**src/rtl/stereo_pkg.sv**
```systemverilog
// stereo_pkg: shared definitions for the stereo encoder/decoder pair.
//   W_DEF / KW_DEF  : default sample width and gain width
//   state_t + ST_*  : 2-bit decoder FSM encoding
//   SHIFT / RND_ADD : output shift (/2 reconstruction, /16 gain) and rounding offset
//   CLK_DIV_48K     : 48 kHz strobe divider used by the encoder side (50 MHz clock)
package stereo_pkg;

    localparam int W_DEF   = 18;
    localparam int KW_DEF  = 4;

    localparam int SHIFT   = 5;
    localparam int RND_ADD = 16;

    localparam int CLK_DIV_48K = 1042;

    typedef logic [1:0] state_t;

    localparam state_t ST_IDLE = 2'd0;
    localparam state_t ST_LOAD = 2'd1;
    localparam state_t ST_MULT = 2'd2;
    localparam state_t ST_DONE = 2'd3;

endpackage

```
**src/rtl/stereo_dec_mac.sv**
```systemverilog
// stereo_dec_mac: single-channel (W+1) x (KW+1) shift-add multiplier.
// Sequenced externally: load captures operands and clears the product,
// each step adds the shifted multiplicand when multiplier bit 'iter' is set.
//   clock, reset : clock, synchronous active-high reset
//   load         : capture a/b, clear prod
//   step         : perform one iteration at bit index iter
//   iter         : iteration index (LSB first), shared by both channels
//   a            : signed multiplicand (sum or difference)
//   b            : unsigned multiplier {1'b0, K}
//   prod         : signed product, W+KW+2 bits
module stereo_dec_mac #(
    parameter int W  = 18,
    parameter int KW = 4,
    parameter int CW = 3
) (
    input  logic                    clock,
    input  logic                    reset,
    input  logic                    load,
    input  logic                    step,
    input  logic [CW-1:0]           iter,
    input  logic signed [W:0]       a,
    input  logic [KW:0]             b,
    output logic signed [W+KW+1:0]  prod
);

    localparam int PW = W + KW + 2;

    logic signed [W:0]    a_r;
    logic [KW:0]          b_r;
    logic signed [PW-1:0] a_ext;
    logic signed [PW-1:0] addend;

    // Multiplier MSB is always 0, so every partial product is an add.
    assign a_ext  = {{(KW+1){a_r[W]}}, a_r};
    assign addend = a_ext <<< iter;

    always_ff @(posedge clock) begin
        if (reset) begin
            a_r  <= '0;
            b_r  <= '0;
            prod <= '0;
        end else if (load) begin
            a_r  <= a;
            b_r  <= b;
            prod <= '0;
        end else if (step && b_r[iter]) begin
            prod <= prod + addend;
        end
    end

endmodule

```
**src/rtl/stereo_decoder_48.sv**
```systemverilog
// stereo_decoder_48: rebuilds left/right from sum/difference channels and
// applies per-channel gain K/16, once per 48 kHz strobe.
//   left  = ((LpR+LmR) * Kl) >>> 5,  right = ((LpR-LmR) * Kr) >>> 5
// Ports:
//   clock, reset        : clock, synchronous active-high reset
//   enableclk48         : strobe; starts a conversion when idle
//   LpR_in, LmR_in      : signed sum / difference inputs (W bits)
//   Kl, Kr              : unsigned gains (KW bits, scale K/16)
//   left_out, right_out : signed reconstructed outputs, held until next result
//   ready               : one-clock pulse when outputs update
//   busy                : high from LOAD through DONE
// Build option: define STEREO_DEC_ROUND_EN for round-half-up with positive
// saturation instead of truncation.
module stereo_decoder_48
    import stereo_pkg::*;
#(
    parameter int W  = W_DEF,
    parameter int KW = KW_DEF
) (
    input  logic                clock,
    input  logic                reset,
    input  logic                enableclk48,
    input  logic signed [W-1:0] LpR_in,
    input  logic signed [W-1:0] LmR_in,
    input  logic [KW-1:0]       Kl,
    input  logic [KW-1:0]       Kr,
    output logic signed [W-1:0] left_out,
    output logic signed [W-1:0] right_out,
    output logic                ready,
    output logic                busy
);

    localparam int PW   = W + KW + 2;
    localparam int CW   = $clog2(KW + 1);
    localparam int MAXP = 2**(W-1) - 1;

    state_t               state;
    logic [CW-1:0]        cnt;
    logic signed [W-1:0]  lpr_r;
    logic signed [W-1:0]  lmr_r;
    logic [KW-1:0]        kl_r;
    logic [KW-1:0]        kr_r;

    logic signed [W:0]    sum_c;
    logic signed [W:0]    diff_c;
    logic                 mac_load;
    logic                 mac_step;
    logic signed [PW-1:0] prod_l;
    logic signed [PW-1:0] prod_r;

    // Product to output sample: drop the combined /2 and /16 scale.
    function automatic logic signed [W-1:0] scale_out(input logic signed [PW-1:0] p);
        logic signed [PW-1:0] t;
`ifdef STEREO_DEC_ROUND_EN
        t = (p + PW'(RND_ADD)) >>> SHIFT;
        if (t > PW'(MAXP))
            t = PW'(MAXP);
`else
        t = p >>> SHIFT;
`endif
        return t[W-1:0];
    endfunction

    // W+1 bits holds any sum/difference of two W-bit values.
    assign sum_c  = {lpr_r[W-1], lpr_r} + {lmr_r[W-1], lmr_r};
    assign diff_c = {lpr_r[W-1], lpr_r} - {lmr_r[W-1], lmr_r};

    assign mac_load = (state == ST_LOAD);
    assign mac_step = (state == ST_MULT);
    assign busy     = (state != ST_IDLE);

    stereo_dec_mac #(.W(W), .KW(KW), .CW(CW)) u_mac_l (
        .clock (clock),
        .reset (reset),
        .load  (mac_load),
        .step  (mac_step),
        .iter  (cnt),
        .a     (sum_c),
        .b     ({1'b0, kl_r}),
        .prod  (prod_l)
    );

    stereo_dec_mac #(.W(W), .KW(KW), .CW(CW)) u_mac_r (
        .clock (clock),
        .reset (reset),
        .load  (mac_load),
        .step  (mac_step),
        .iter  (cnt),
        .a     (diff_c),
        .b     ({1'b0, kr_r}),
        .prod  (prod_r)
    );

    always_ff @(posedge clock) begin
        if (reset) begin
            state     <= ST_IDLE;
            cnt       <= '0;
            lpr_r     <= '0;
            lmr_r     <= '0;
            kl_r      <= '0;
            kr_r      <= '0;
            left_out  <= '0;
            right_out <= '0;
            ready     <= 1'b0;
        end else begin
            ready <= 1'b0;
            case (state)
                // Capture inputs; later input changes cannot disturb this result.
                ST_IDLE: begin
                    if (enableclk48) begin
                        lpr_r <= LpR_in;
                        lmr_r <= LmR_in;
                        kl_r  <= Kl;
                        kr_r  <= Kr;
                        state <= ST_LOAD;
                    end
                end
                // MACs capture sum/diff and clear their products here.
                ST_LOAD: begin
                    cnt   <= '0;
                    state <= ST_MULT;
                end
                // KW+1 iterations, one multiplier bit per clock.
                ST_MULT: begin
                    if (cnt == CW'(KW))
                        state <= ST_DONE;
                    else
                        cnt <= cnt + 1'b1;
                end
                // Publish results; a strobe here is dropped since IDLE comes next edge.
                ST_DONE: begin
                    left_out  <= scale_out(prod_l);
                    right_out <= scale_out(prod_r);
                    ready     <= 1'b1;
                    state     <= ST_IDLE;
                end
                default: state <= ST_IDLE;
            endcase
        end
    end

endmodule

```
**config.mk**
```make
export PLATFORM = sky130hd
export DESIGN_NAME = stereo_decoder_48
export DESIGN_NICKNAME = d
export VERILOG_FILES = /design/src/rtl/stereo_pkg.sv /design/src/rtl/stereo_dec_mac.sv /design/src/rtl/stereo_decoder_48.sv
export SDC_FILE = /design/constraint.sdc
export NUM_CORES = 1
export LEC_CHECK = 0
export BUFFER_PORTS_ARGS = -buffer_cell sky130_fd_sc_hd__buf_2
export CORE_MARGIN = 3
export CORE_UTILIZATION = 65
export CTS_BUF_LIST = sky130_fd_sc_hd__clkbuf_16
export CTS_CLUSTER_DIAMETER = 50
export DETAILED_ROUTE_END_ITERATION = 10
export PLACE_DENSITY = 0.82
export RECOVER_POWER = 50
export SYNTH_ARGS = -nofsm -noshare
export SYNTH_HDL_FRONTEND = slang
export SYNTH_SLANG_ARGS = --single-unit
```
**constraint.sdc**
```tcl
create_clock -name clock -period 8.2 [get_ports clock]
set_clock_uncertainty 0.15 [all_clocks]
set_input_delay 1.23 -clock clock [delete_from_list [all_inputs] [get_ports clock]]
set_output_delay 1.23 -clock clock [all_outputs]
set_load 0.005 [all_outputs]
```
# Word-level counts from Yosys, hierarchy flattened
# Index checks and enable logic that the tools add are counted.
[classes]
n_addsub = 5
n_mul = 0
div_mod_pow = 0
order_cmp = 1
n_eq_ne = 7
shift = 2
n_mux = 10
n_bitwise = 0
n_reduce_logical = 9
[ops]
columns = ["operator", "n"]
rows = [
  ["$add 24x24->24", 2],
  ["$sshl 19x3->24", 2],
  ["$add 18x18->19", 1],
  ["$sub 18x18->19", 1],
  ["$pmux 2 s4", 1],
  ["$bmux 1 s3", 2],
  ["$ne 2x2->1 const B", 3],
  ["$pmux 3 s2", 1],
  ["$reduce_and 2->1", 3],
  ["$eq 2x2->1 const B", 2],
  ["$lt 3x4->1 const B", 1],
  ["$mux 2", 2],
  ["$reduce_bool 2->1", 2],
  ["$add 3x1->3 const B", 1],
  ["$eq 3x3->1 const B", 1],
  ["$mux 1", 3],
  ["$mux 3", 1],
  ["$eq 2x1->1 const B", 1],
  ["$logic_and 1x1->1", 2],
  ["$logic_not 2->1", 1],
  ["$reduce_or 2->1", 1],
]
[word_totals]
reg_bits = 180
latch_bits = 0
ramBits = 0
romBits = 0
input_bits = 47
out_inout_bits = 38
wordCells = 49
n_memories = 0

# Longest topological paths before layout
# Gate-level depths: netlist of run 1.
[logic_depth]
ltp_word = 3
depth_mapped = 17

# Cells and area by module
# From an unflattened synthesis of run 1, not the netlist that was laid out.
[hier_totals]
cells_unflattened = 1574
area_unflattened_um2 = 12518.3
[modules_own_cells]
columns = ["module", "instances", "cells_each", "area_per_inst_um2", "seq_area_each_um2"]
rows = [
  ["stereo_dec_mac", 2, 452, 3637.2, 960.9],
  ["stereo_decoder_48", 1, 670, 5243.8, 1721.7],
]

# Worst setup path after synthesis of run 1
# OpenSTA, ideal clock, no wires.
[synth_timing]
path_kind = "register to register"
from = "reg cnt[0]"
to = "reg u_mac_l.prod[22]"
setup_ns = 0.082
arrival_time_ns = 3.404
t_required_ns = 7.968
path_slack_ns = 4.564
stages_incl_launch_ff = 16
path_buffers = 4
period_less_slack_ns = 3.636
cell_sequence = "dfxtp_1 clkbuf_1 clkbuf_1 buf_2 clkbuf_1 nand2_1 nand2_1 o21ai_0 ha_1 a21oi_1 o21ai_1 or4_1 o211ai_2 o21ai_1 or3_1 o2111ai_1"
[synth_between]
elab_chain_cells = 3
elab_cells_between_ends = 5
[synth_lines]
columns = ["element", "line_no", "text"]
rows = [
  ["start: declaration", "stereo_decoder_48.sv:38", "logic [CW-1:0] cnt;"],
  ["start signal: assignment", "stereo_decoder_48.sv:128", "cnt <= cnt + 1'b1;"],
  ["branches (longest 3 deep; another with $add 24x24->24)", "-", ""],
  ["end signal: assignment", "stereo_dec_mac.sv:47", "prod <= prod + addend;"],
  ["end: declaration", "stereo_dec_mac.sv:23", "output logic signed [W+KW+1:0] prod"],
]
# Parallel ways; which one is timed is not known. The select of a mux whose other input is x is not followed.
# A chain may end at the register's enable or synchronous reset.

# Final worst setup path of run 1
[layout_timing]
from = "in reset"
to = "reg u_mac_l.prod[17]"
[layout_between]
elab_chain_cells = 1
[layout_lines]
columns = ["element", "line_no", "text"]
rows = [
  ["start: declaration", "stereo_decoder_48.sv:21", "input logic reset,"],
  ["$reduce_or 2->1 (no line)", "-", ""],
]
# Every way passes these cells.

==> results of run 1 <==
[sequential cells by signal (all words and copies together), names as in the netlist]
name / cells
kr_r: 4
kl_r: 4
cnt: 3
u_mac_r.a_r: 19
u_mac_l.b_r: 4
ready: 1
lmr_r: 18
state: 2
u_mac_l.prod: 23
right_out: 18
lpr_r: 18
left_out: 18
u_mac_r.prod: 23
u_mac_l.a_r: 18
u_mac_r.b_r: 4
[power breakdown]
| group | internal, mW | total [mW] | switching, mW |
|---|---|---|---|
| Sequential | 0.995 | 1.14 | 0.140 |
| Clock | 0.441 | 0.844 | 0.402 |
| Combinational | 0.667 | 1.79 | 1.12 |
[layout make-up]
| class | instances | area [µm²] | area share |
|---|---|---|---|
| well taps | 225 | 282 | 0.0221 |
| clock inverters | 15 | 199 | 0.0156 |
| clock buffers | 17 | 425 | 0.0334 |
| repair buffers | 94 | 475 | 0.0373 |
| multi-input cells | 1187 | 7620 | 0.597 |
| inverters | 55 | 206 | 0.0162 |
| flip-flops and latches | 177 | 3550 | 0.278 |
[kinds of logic after synthesis]
kind of cell | count (synthesis)
adders and majority gates | 91
muxes | 104
AOI/OAI and AO/OA | 398
and+or+nand+nor | 554
buffers and inverters | 143
xor gates and xnor gates | 40
DFF | 177
[cells in the mapped netlist (15+ instances only)]
cell type | number | share of area
a21o_1 | 25 | 0.016
nand3_1 | 42 | 0.018
nor2b_1 | 17 | 0.0091
xor2_1 | 16 | 0.012
dfxtp_1 | 177 | 0.30
inv_1 | 55 | 0.018
mux2i_1 | 88 | 0.075
o21bai_1 | 15 | 0.0096
clkbuf_1 | 65 | 0.021
a21oi_1 | 145 | 0.062
nand2_1 | 226 | 0.072
o21a_1 | 16 | 0.010
nor3_1 | 32 | 0.014
o21ai_1 | 16 | 0.0068
ha_1 | 87 | 0.093
xnor2_1 | 24 | 0.018
o21ai_0 | 62 | 0.026
nor2_1 | 156 | 0.050
a211oi_1 | 31 | 0.020
[final timing paths]
check,startpoint,to,slack (ps),depth (start not counted)
hold / removal,kr_r[2],kr_r[2],310,2
setup reg to reg,cnt[2],u_mac_l.prod[22],3860,11
setup / recovery,reset,u_mac_l.prod[17],3570,6
hold reg to reg,kr_r[2],kr_r[2],310,2
[worst max-delay path: cells and delay by family]
family	cells	cell delay, ps
buffers and inverters	2	2250
AO/OA/AOI/OAI	1	210
AND/OR/NAND/NOR	3	1070
[routing by layer]
layer | track usage | vias up | wire, µm
met4 | 0.0806 | 0 | 526
met2 | 0.484 | 352 | 13700
met3 | 0.0423 | 43 | 1540
li1 | - | 5394 | -
met5 | 0 | - | 0
met1 | 0.412 | 4964 | 13600
[metrics by stage]
| stage | instances | utilization | total power, mW |
|---|---|---|---|
| floorplan | 1507 | - | 2.47 |
| global placement | 1738 | 0.695 | 2.86 |
| detailed placement | 1738 | 0.695 | 2.89 |
| CTS | 1770 | 0.731 | 3.74 |
| global route | 1770 | 0.730 | 4.02 |
| finish | 1770 | 0.730 | 3.76 |
==> summary.txt, run 1 <==
Run status
  – Outcome: complete, but fails checks
  – Failing checks: max-capacitance violations, max-slew violations

GRT
  – Vias in the first global route: 9,831
  – First-pass GRT wire length: 48,900 µm
  – Largest net degree at the start of global routing: 77
  – Total gr overflow: 0
  – Initial antenna violation count: 0
  – Total track usage: 0.296

Synth
  – XOR/XNOR share of the synthesized area: 0.0299
  – Post-synthesis simple-gate area fraction: 0.210
  – Syn nets: 1,645
  – Yosys Warn Count: 0
  – Post-synthesis mux area share: 0.0925
  – Post-Synth Adder-Cell Area: 0.0998
  – Sequential area share after synthesis: 0.303
  – Number of synthesized flops with an enable pin: 0
  – Number of synthesized register bits: 177
  – Synth cell types: 74
  – Largest family of logic cells by synthesized area: compound AO/OA/AOI/OAI gates
  – Synthesized cell area: 0.0117 mm²
  – Syn_area_per_cell: 7.77 µm²
  – Synth Area in Compound Gates: 0.217
  – Synth Instances: 1,507
  – Asr flop ratio synth: 0
  – Dominant synthesized flop cell: dfxtp_1

Floorplanning
  – # IOs: 85
  – Die area: 0.0197 mm²
  – Row Count: 48
  – Die height: 140 µm
  – Die width: 140 µm
  – Initial Utilization: 0.670
  – Core area: 0.0175 mm²

Worst setup path
  – Max incr delay on CP: 1700 ps
  – Crit Path Max Fanout: 55
  – Slowest CP cell: clkbuf_1
  – Worst-path cell chain: clkbuf_1 -> inv_1 -> nand2_2 -> nor3_1 -> a32oi_1 -> nand3_1
  – CP startpoint kind: input port
  – Worst path required time: 8370 ps
  – Worst EP arrival: 4790 ps
  – Setup crit end kind: register
  – Worst setup path class: in -> reg

Routing
  – First-pass DRT Iterations: 7
  – DRT Wirelength: 29,300 µm
  – Routed len/inst: 16.6 µm
  – Drt drc: 0
  – DRT iter0 DRCs: 839
  – Final ANT Viol Nets: 0
  – Vias/cell: 6.08
  – Routed vias: 10.8k

Power and ir drop
  – Pwr dens: 295 mW/mm²
  – Peak VDD IR: 0.000181 V
  – Leak pwr: 5.30 nW

CTS
  – Reg clk slew, reported paths: 70 ps
  – Root buffer cell: clkbuf_16
  – Worst skew pair latency: 440 ps
  – Post-CTS Resized: 0
  – CTS sink count: 177
  – Max clock buf depth: 2
  – H-tree depth: 4
  – TritonCTS clock tree: done
  – Post-CTS setup buffers: 0
  – Hold-fix buffers, CTS: 0
  – CTS Buf Count: 17

Placed design
  – Port bufs: 84
  – Placed cell area: 0.0121 mm²
  – Placer Congestion: 0.967
  – Pre-CTS WS: 3980 ps
  – DP HPWL: 21,600 µm

Final layout
  – Area Growth Syn to Fin: 8.88%
  – Commonest non-fill, non-tap cell in the layout: nand2_1
  – NumNets Final: 1,670
  – Filler Cells Inserted: 1,455
  – Ant. Diodes: 0
  – Final instance area: 0.0127 mm²
  – Most frequent cells in the layout: nand2_1, dfxtp_1, nor2_1, a21oi_1, mux2i_1
  – Share of cells above drive strength 1: 0.0945

STA
  – Worst Max-Slew Pin Slew: 2440 ps
  – Setup ws final: 3570 ps
  – Final period util: 0.564
  – RSZ-0062 raised after global routing: no
  – Max-slew headroom: -0.629
  – Hold Worst Slack: 308 ps
  – Fin. max-slew vios: 56
  – Min cycle time layout: 4630 ps
  – Final setup fails: 0
  – Fmax: 216 MHz
  – Final hold violation count: 0
  – TNS Setup: 0 ps

Flow run
  – Max-cap violations: 1

Worst hold path
  – Min-Delay Path Class: reg -> reg
Power figures use the tool's default switching activity.
==> run 2: changes to the inputs <==
--- a/config.mk
+++ b/config.mk
@@ -5,13 +5,14 @@
 export SDC_FILE = /design/constraint.sdc
 export NUM_CORES = 1
 export LEC_CHECK = 0
+export ABC_AREA = 1
 export BUFFER_PORTS_ARGS = -buffer_cell sky130_fd_sc_hd__buf_2
 export CORE_MARGIN = 3
-export CORE_UTILIZATION = 65
+export CORE_UTILIZATION = 56
 export CTS_BUF_LIST = sky130_fd_sc_hd__clkbuf_16
 export CTS_CLUSTER_DIAMETER = 50
 export DETAILED_ROUTE_END_ITERATION = 10
-export PLACE_DENSITY = 0.82
+export PLACE_DENSITY = 0.75
 export RECOVER_POWER = 50
 export SYNTH_ARGS = -nofsm -noshare
 export SYNTH_HDL_FRONTEND = slang
==> constraint.sdc (replaced) <==
create_clock -name clock -period 4.1 [get_ports clock]
set_clock_uncertainty 0.15 [all_clocks]
set_input_delay 0.615 -clock clock [delete_from_list [all_inputs] [get_ports clock]]
set_output_delay 0.615 -clock clock [all_outputs]
set_load 0.005 [all_outputs]
==> run 2 against run 1 <==
The run still ends with max-capacitance violations, max-slew violations left. Sequential cell count is the same. Global-route usage down 0.39 points. First-iteration DRC count shrank 0.36%. Non-clock buffer count is 3 higher. Via count increased by 18%. Area after synthesis grew 8.7%. Die area up 25%. Count of clock-buffer cells in the layout stayed put. Critical endpoint is now u_mac_l.prod[19]. Largest cell class unchanged.
==> summary.txt, run 2 <==
Run status
  – Outcome: complete, but fails checks
  – Failing checks: max-capacitance violations, max-slew violations

STA
  – RSZ-0062 raised after global routing: no
  – Fin. max-slew vios: 58
  – Worst Max-Slew Pin Slew: 1800 ps
  – Fmax: 277 MHz
  – Final hold violation count: 0
  – Final setup fails: 0
  – Final period util: 0.881
  – TNS Setup: 0 ps
  – Max-slew headroom: -0.199
  – Min cycle time layout: 3610 ps

CTS
  – CTS Buf Count: 17
  – Max clock buf depth: 2
  – H-tree depth: 4
  – Reg clk slew, reported paths: 80 ps
  – Hold-fix buffers, CTS: 0
  – Post-CTS setup buffers: 0
  – CTS sink count: 177
  – Root buffer cell: clkbuf_16
  – Post-CTS Resized: 0
  – Worst skew pair latency: 450 ps
  – TritonCTS clock tree: done

Placed design
  – Placed cell area: 0.0132 mm²
  – Port bufs: 84
  – DP HPWL: 27,800 µm
  – Placer Congestion: 0.980
  – Placed instance count: 2,368

GRT
  – Met3 Usage GRT: 0.0379
  – Met1 usage: 0.384
  – GR peak layer: met2
  – Total gr overflow: 0
  – Largest net degree at the start of global routing: 63
  – Initial antenna violation count: 0
  – Vias in the first global route: 11.8k
  – Grt met2 use: 0.507
  – Total track usage: 0.292
  – First-pass GRT wire length: 58,300 µm

Worst hold path
  – Min-Delay Path Class: in -> reg
  – Hold path cells: 3

Routing
  – DRT Wirelength: 36,000 µm
  – Drt drc: 0
  – Routed len/inst: 15.0 µm
  – DRT iter0 DRCs: 836
  – Final ANT Viol Nets: 0
  – Vias/cell: 5.30
  – Routed vias: 12.7k
  – First-pass DRT Iterations: 7

Synth
  – Yosys Warn Count: 0
  – Sequential area share after synthesis: 0.278
  – Number of synthesized flops with an enable pin: 0
  – Syn_area_per_cell: 6.14 µm²
  – Synthesized cell area: 0.0127 mm²
  – Asr flop ratio synth: 0
  – Dominant synthesized flop cell: dfxtp_1
  – Number of synthesized register bits: 177
  – Synth cell types: 44
  – Cell with the most instances after synthesis: nand2_1
  – Share of the synthesized area in the top cell type: 0.278
  – Synth Instances: 2,072
  – Top post-synthesis cells by area: dfxtp_1, nand2_1, inv_1
  – Synth top cells by count: nand2_1, inv_1, nor2_1
  – Syn nets: 2,210
  – Largest area contributor in the netlist: dfxtp_1

Flow run
  – Max-cap violations: 1

Final layout
  – NumNets Final: 2,245
  – Commonest non-fill, non-tap cell in the layout: nand2_1
  – Share of cells above drive strength 1: 0.0623
  – Non-filler cells, final: 2,400
  – Area Growth Syn to Fin: 8.72%
  – Top flop regs: u_mac_l.prod (23), u_mac_r.prod (23), u_mac_r.a_r (19)
  – Most frequent cells in the layout: nand2_1, inv_1, nor2_1, o21ai_0, dfxtp_1
  – Ant. Diodes: 0
  – Filler Cells Inserted: 2,199
  – Final instance area: 0.0138 mm²

Floorplanning
  – # IOs: 85
  – Core area: 0.0221 mm²
  – Row Count: 54
  – Die width: 157 µm
  – Die area: 0.0246 mm²
  – Die height: 157 µm
  – Initial Utilization: 0.576

Worst setup path
  – Crit Path Max Fanout: 62
  – Worst Reg2Reg Path Length in Cells: 17
  – Worst path required time: 4290 ps
  – Worst setup path class: reg -> reg
  – Setup crit end kind: register
  – CP startpoint kind: register
  – Worst EP arrival: 3800 ps

Power and ir drop
  – Power, Total: 8.51 mW
  – Clock power frac: 0.209
  – Peak VDD IR: 0.000399 V
  – Int Power: 4.48 mW
  – Logic pwr share: 0.505
  – NetSw: 4.03 mW
  – Switch share: 0.474
  – Leak pwr: 7.04 nW
  – Sequential share of power: 0.286
  – Pwr dens: 615 mW/mm²
==> run 2: cell count changes after synthesis, moves of 27 or more <==
cell | previous run | this run
a211oi_1 | 31 | 4
clkbuf_1 | 65 | 38
inv_1 | 55 | 321
mux2i_1 | 88 | 20
nand2_1 | 226 | 516
nand3_1 | 42 | 120
nor2_1 | 156 | 264
o21ai_0 | 62 | 204
==> run 2: metrics by stage <==
step	utilization	setup slack (ps)	hold slack (ps)
3_3_place_gp	0.598	586	292
3_5_place_dp	0.598	558	297
5_1_grt	0.626	126	282
4_1_cts	0.628	544	259
2_1_floorplan	-	1370	273
6_report	0.626	489	263
==> run 2: routing by layer <==
metal / vias up / routed length, µm
met5: - / 0
met4: 0 / 680
met3: 44 / 1780
met2: 324 / 17200
met1: 5706 / 16300
li1: 6635 / -
==> run 2: final cells by class <==
| class | instances | area [µm²] | share of cell area |
|---|---|---|---|
| Multi-Input combinational cell | 1483 | 7540 | 0.545 |
| Clock inverter | 15 | 234 | 0.0169 |
| Clock buffer | 17 | 425 | 0.0307 |
| Timing Repair Buffer | 97 | 499 | 0.0361 |
| Tap cell | 280 | 350 | 0.0253 |
| Inverter | 331 | 1240 | 0.0900 |
| Sequential cell | 177 | 3540 | 0.256 |
==> run 2: path summary, 6_finish.rpt <==
path | from | endpoint | slack (ps)
min | LpR_in[14] | lpr_r[14] | 260
max reg2reg | cnt[0] | u_mac_l.prod[19] | 490
min reg2reg | kr_r[0] | kr_r[0] | 310
max | cnt[0] | u_mac_l.prod[19] | 490
==> run 2: power groups by stage <==
stage | sequential, mW | combinational [mW] | clock (mW)
floorplan | 2.35 | 3.18 | 0
CTS | 2.43 | 4.27 | 1.81
finish | 2.43 | 4.30 | 1.78
detailed placement | 2.47 | 4.24 | 0
global route | 2.49 | 4.86 | 1.88
global placement | 2.46 | 4.19 | 0
==> run 2: kinds of logic after synthesis <==
family,Yosys count,synth area share
compound gates,404,0.170
xor+xnor,17,0.0117
fa+ha+maj,91,0.0918
buf+inv,412,0.130
flops,177,0.278
mux,20,0.0157
simple gates,951,0.302
==> run 2: critical path, stage by stage (launching register included) <==
cell and delay (ps):
dfxtp_2 970, inv_4 220, nand2_1 110, o21ai_0 120, nand2_1 70, o21ai_0 120
nand2_1 90, o21ai_0 170, ha_1 450, nand2_1 140, nor2_1 230, inv_1 90
nor2_1 130, nand3_1 120, nand4_1 110, nand3_1 80, nand2_1 90, inv_1 40
==> run 3: changes to the inputs <==
--- a/config.mk
+++ b/config.mk
@@ -8,11 +8,11 @@
 export ABC_AREA = 1
 export BUFFER_PORTS_ARGS = -buffer_cell sky130_fd_sc_hd__buf_2
 export CORE_MARGIN = 3
-export CORE_UTILIZATION = 56
+export CORE_UTILIZATION = 55
 export CTS_BUF_LIST = sky130_fd_sc_hd__clkbuf_16
 export CTS_CLUSTER_DIAMETER = 50
 export DETAILED_ROUTE_END_ITERATION = 10
-export PLACE_DENSITY = 0.75
+export PLACE_DENSITY = 0.76
 export RECOVER_POWER = 50
 export SYNTH_ARGS = -nofsm -noshare
 export SYNTH_HDL_FRONTEND = slang
==> run 3 against run 2 <==
The flow now finishes without violations. Count of clock-buffer cells in the layout unchanged. Global-route usage about the same. Critical path depth unchanged. Wire length increased by 0.73%.
==> summary.txt, run 3 (synthesized netlist as in run 2, its figures left out) <==
Floorplanning
  – Die height: 158 µm
  – Row Count: 55
  – Die area: 0.0250 mm²
  – # IOs: 85
  – Die width: 158 µm
  – Initial Utilization: 0.560
  – Core area: 0.0227 mm²

CTS
  – H-tree depth: 4
  – Max clock buf depth: 2
  – Worst skew pair latency: 450 ps
  – TritonCTS clock tree: done
  – Post-CTS setup buffers: 0
  – CTS sink count: 177
  – CTS Buf Count: 17
  – Reg clk slew, reported paths: 80 ps
  – Root buffer cell: clkbuf_16

STA
  – Min cycle time layout: 3390 ps
  – Final hold violation count: 0
  – TNS Setup: 0 ps
  – Final period util: 0.826
  – Worst Max-Slew Pin Slew: 1260 ps
  – Final setup fails: 0
  – Max-slew headroom: 0.158
  – RSZ-0062 raised after global routing: no
  – Fin. max-slew vios: 0
  – Fmax: 295 MHz

Final layout
  – Share of cells above drive strength 1: 0.0556
  – Top flop regs: u_mac_l.prod (23), u_mac_r.prod (23), u_mac_r.a_r (19)
  – Area Growth Syn to Fin: 8.20%
  – Commonest non-fill, non-tap cell in the layout: nand2_1
  – Filler Cells Inserted: 2,263
  – NumNets Final: 2,247
  – Most frequent cells in the layout: nand2_1, inv_1, nor2_1, o21ai_0, dfxtp_1

Worst setup path
  – CP top delay family: simple AND/OR/NAND/NOR gates
  – WP buf/inv: 3
  – Crit Path Max Fanout: 73
  – Slowest CP cell: dfxtp_4
  – R2R setup slack: 710 ps
  – Max incr delay on CP: 760 ps
  – Worst-path cell chain: inv_4 -> nand2_1 -> o21ai_0 -> nand2_1 -> o21ai_0 -> nand2_1 -> o21ai_0 -> ha_1 -> nand2_1 -> nor2_1 -> inv_1 -> nor2_1 -> nand2_1 -> a31o_2 -> nand3_1 -> nand2_1 -> inv_1
  – Worst setup path class: reg -> reg
  – CP most frequent cell: nand2_1
  – Setup crit end kind: register
  – CP startpoint kind: register
  – Worst path required time: 4350 ps
  – Worst EP arrival: 3640 ps

Run status
  – Outcome: complete, no violations

Power and ir drop
  – Peak VDD IR: 0.000376 V
  – Int Power: 4.34 mW
  – Power, Total: 8.43 mW
  – Sequential share of power: 0.290
  – Logic pwr share: 0.509
  – Clock power frac: 0.202
  – Switch share: 0.485
  – Pwr dens: 612 mW/mm²
  – NetSw: 4.09 mW
  – Leak pwr: 6.96 nW

Placed design
  – Placer Congestion: 0.996
  – Port bufs: 84
  – DP HPWL: 28,200 µm

GRT
  – Initial antenna violation count: 0
  – Total track usage: 0.292
  – First-pass GRT wire length: 58,600 µm
  – Total gr overflow: 0
  – Largest net degree at the start of global routing: 74
  – Vias in the first global route: 11.6k

Routing
  – Routed vias: 12.7k
  – DRT Wirelength: 36,300 µm
  – Vias/cell: 5.28
  – Routed len/inst: 15.1 µm
  – First-pass DRT Iterations: 5
  – Drt drc: 0
  – DRT iter0 DRCs: 800
  – Final ANT Viol Nets: 0

Worst hold path
  – Min-Delay Path Class: in -> reg

Flow run
  – Max-cap violations: 0
==> run 3: cell count changes in the layout (fill, tap and decap cells not counted), sizes merged <==
cell	delta
clkinvlp	+1
buf	-12
diode	+1
bufinv	-2
inv	+3
clkbuf	+14
clkinv	-2
==> run 3: repair_timing <==
item | in CTS | in global routing
hold buffers | 0 | 0
setup endpoints to repair | 0 | 5
gates resized for setup | 0 | 1
==> run 3: final timing paths <==
check                           cells after the start                to       from
worst max-delay path                               17  u_mac_l.prod[12]     cnt[0]
worst min register to register                      2           kl_r[0]    kl_r[0]
worst max register to register                     17  u_mac_l.prod[12]     cnt[0]
worst min-delay path                                3          lmr_r[0]  LmR_in[0]
==> run 3: final cells by class <==
class	instances	area, µm²	area share
inverter	331	1240	0.0904
timing repair buffer	99	474	0.0344
clock inverter	15	184	0.0134
sequential	177	3550	0.258
antenna	1	2.50	0.000182
tap	285	357	0.0259
multi-input combinational	1483	7530	0.547
clock buffer	17	425	0.0309
==> run 3: layer usage <==
| layer | vias to the layer above | routed length (µm) | global-route usage |
|---|---|---|---|
| met2 | 285 | 16700 | 0.486 |
| met1 | 5701 | 16600 | 0.384 |
| met4 | 0 | 1240 | 0.110 |
| li1 | 6642 | - | - |
| met3 | 80 | 1700 | 0.0424 |
| met5 | - | 0 | 0 |
==> run 3: metrics by stage <==
stage	setup WS [ps]	area (µm²)	cells	hold WS [ps]	utilization
after floorplan	1370	12700	2072	273	-
after global placement	421	13200	2375	291	0.582
after detailed placement	416	13200	2375	297	0.582
after CTS	396	13800	2407	250	0.609
after global routing	365	13800	2407	272	0.606
final	713	13800	2408	261	0.606
==> run 3: power groups by stage <==
| stage | Sequential, mW | Clock (mW) | Combinational [mW] |
|---|---|---|---|
| finish | 2.44 | 1.70 | 4.29 |
| global route | 2.50 | 1.79 | 4.86 |
| CTS | 2.43 | 1.72 | 4.28 |
| detailed placement | 2.47 | 0 | 4.26 |
| global placement | 2.46 | 0 | 4.21 |
| floorplan | 2.35 | 0 | 3.18 |
==> run 3: worst min-delay path: stages <==
cell and delay [ps]:
buf_2 70, o21ai_0 70, nor2_1 70
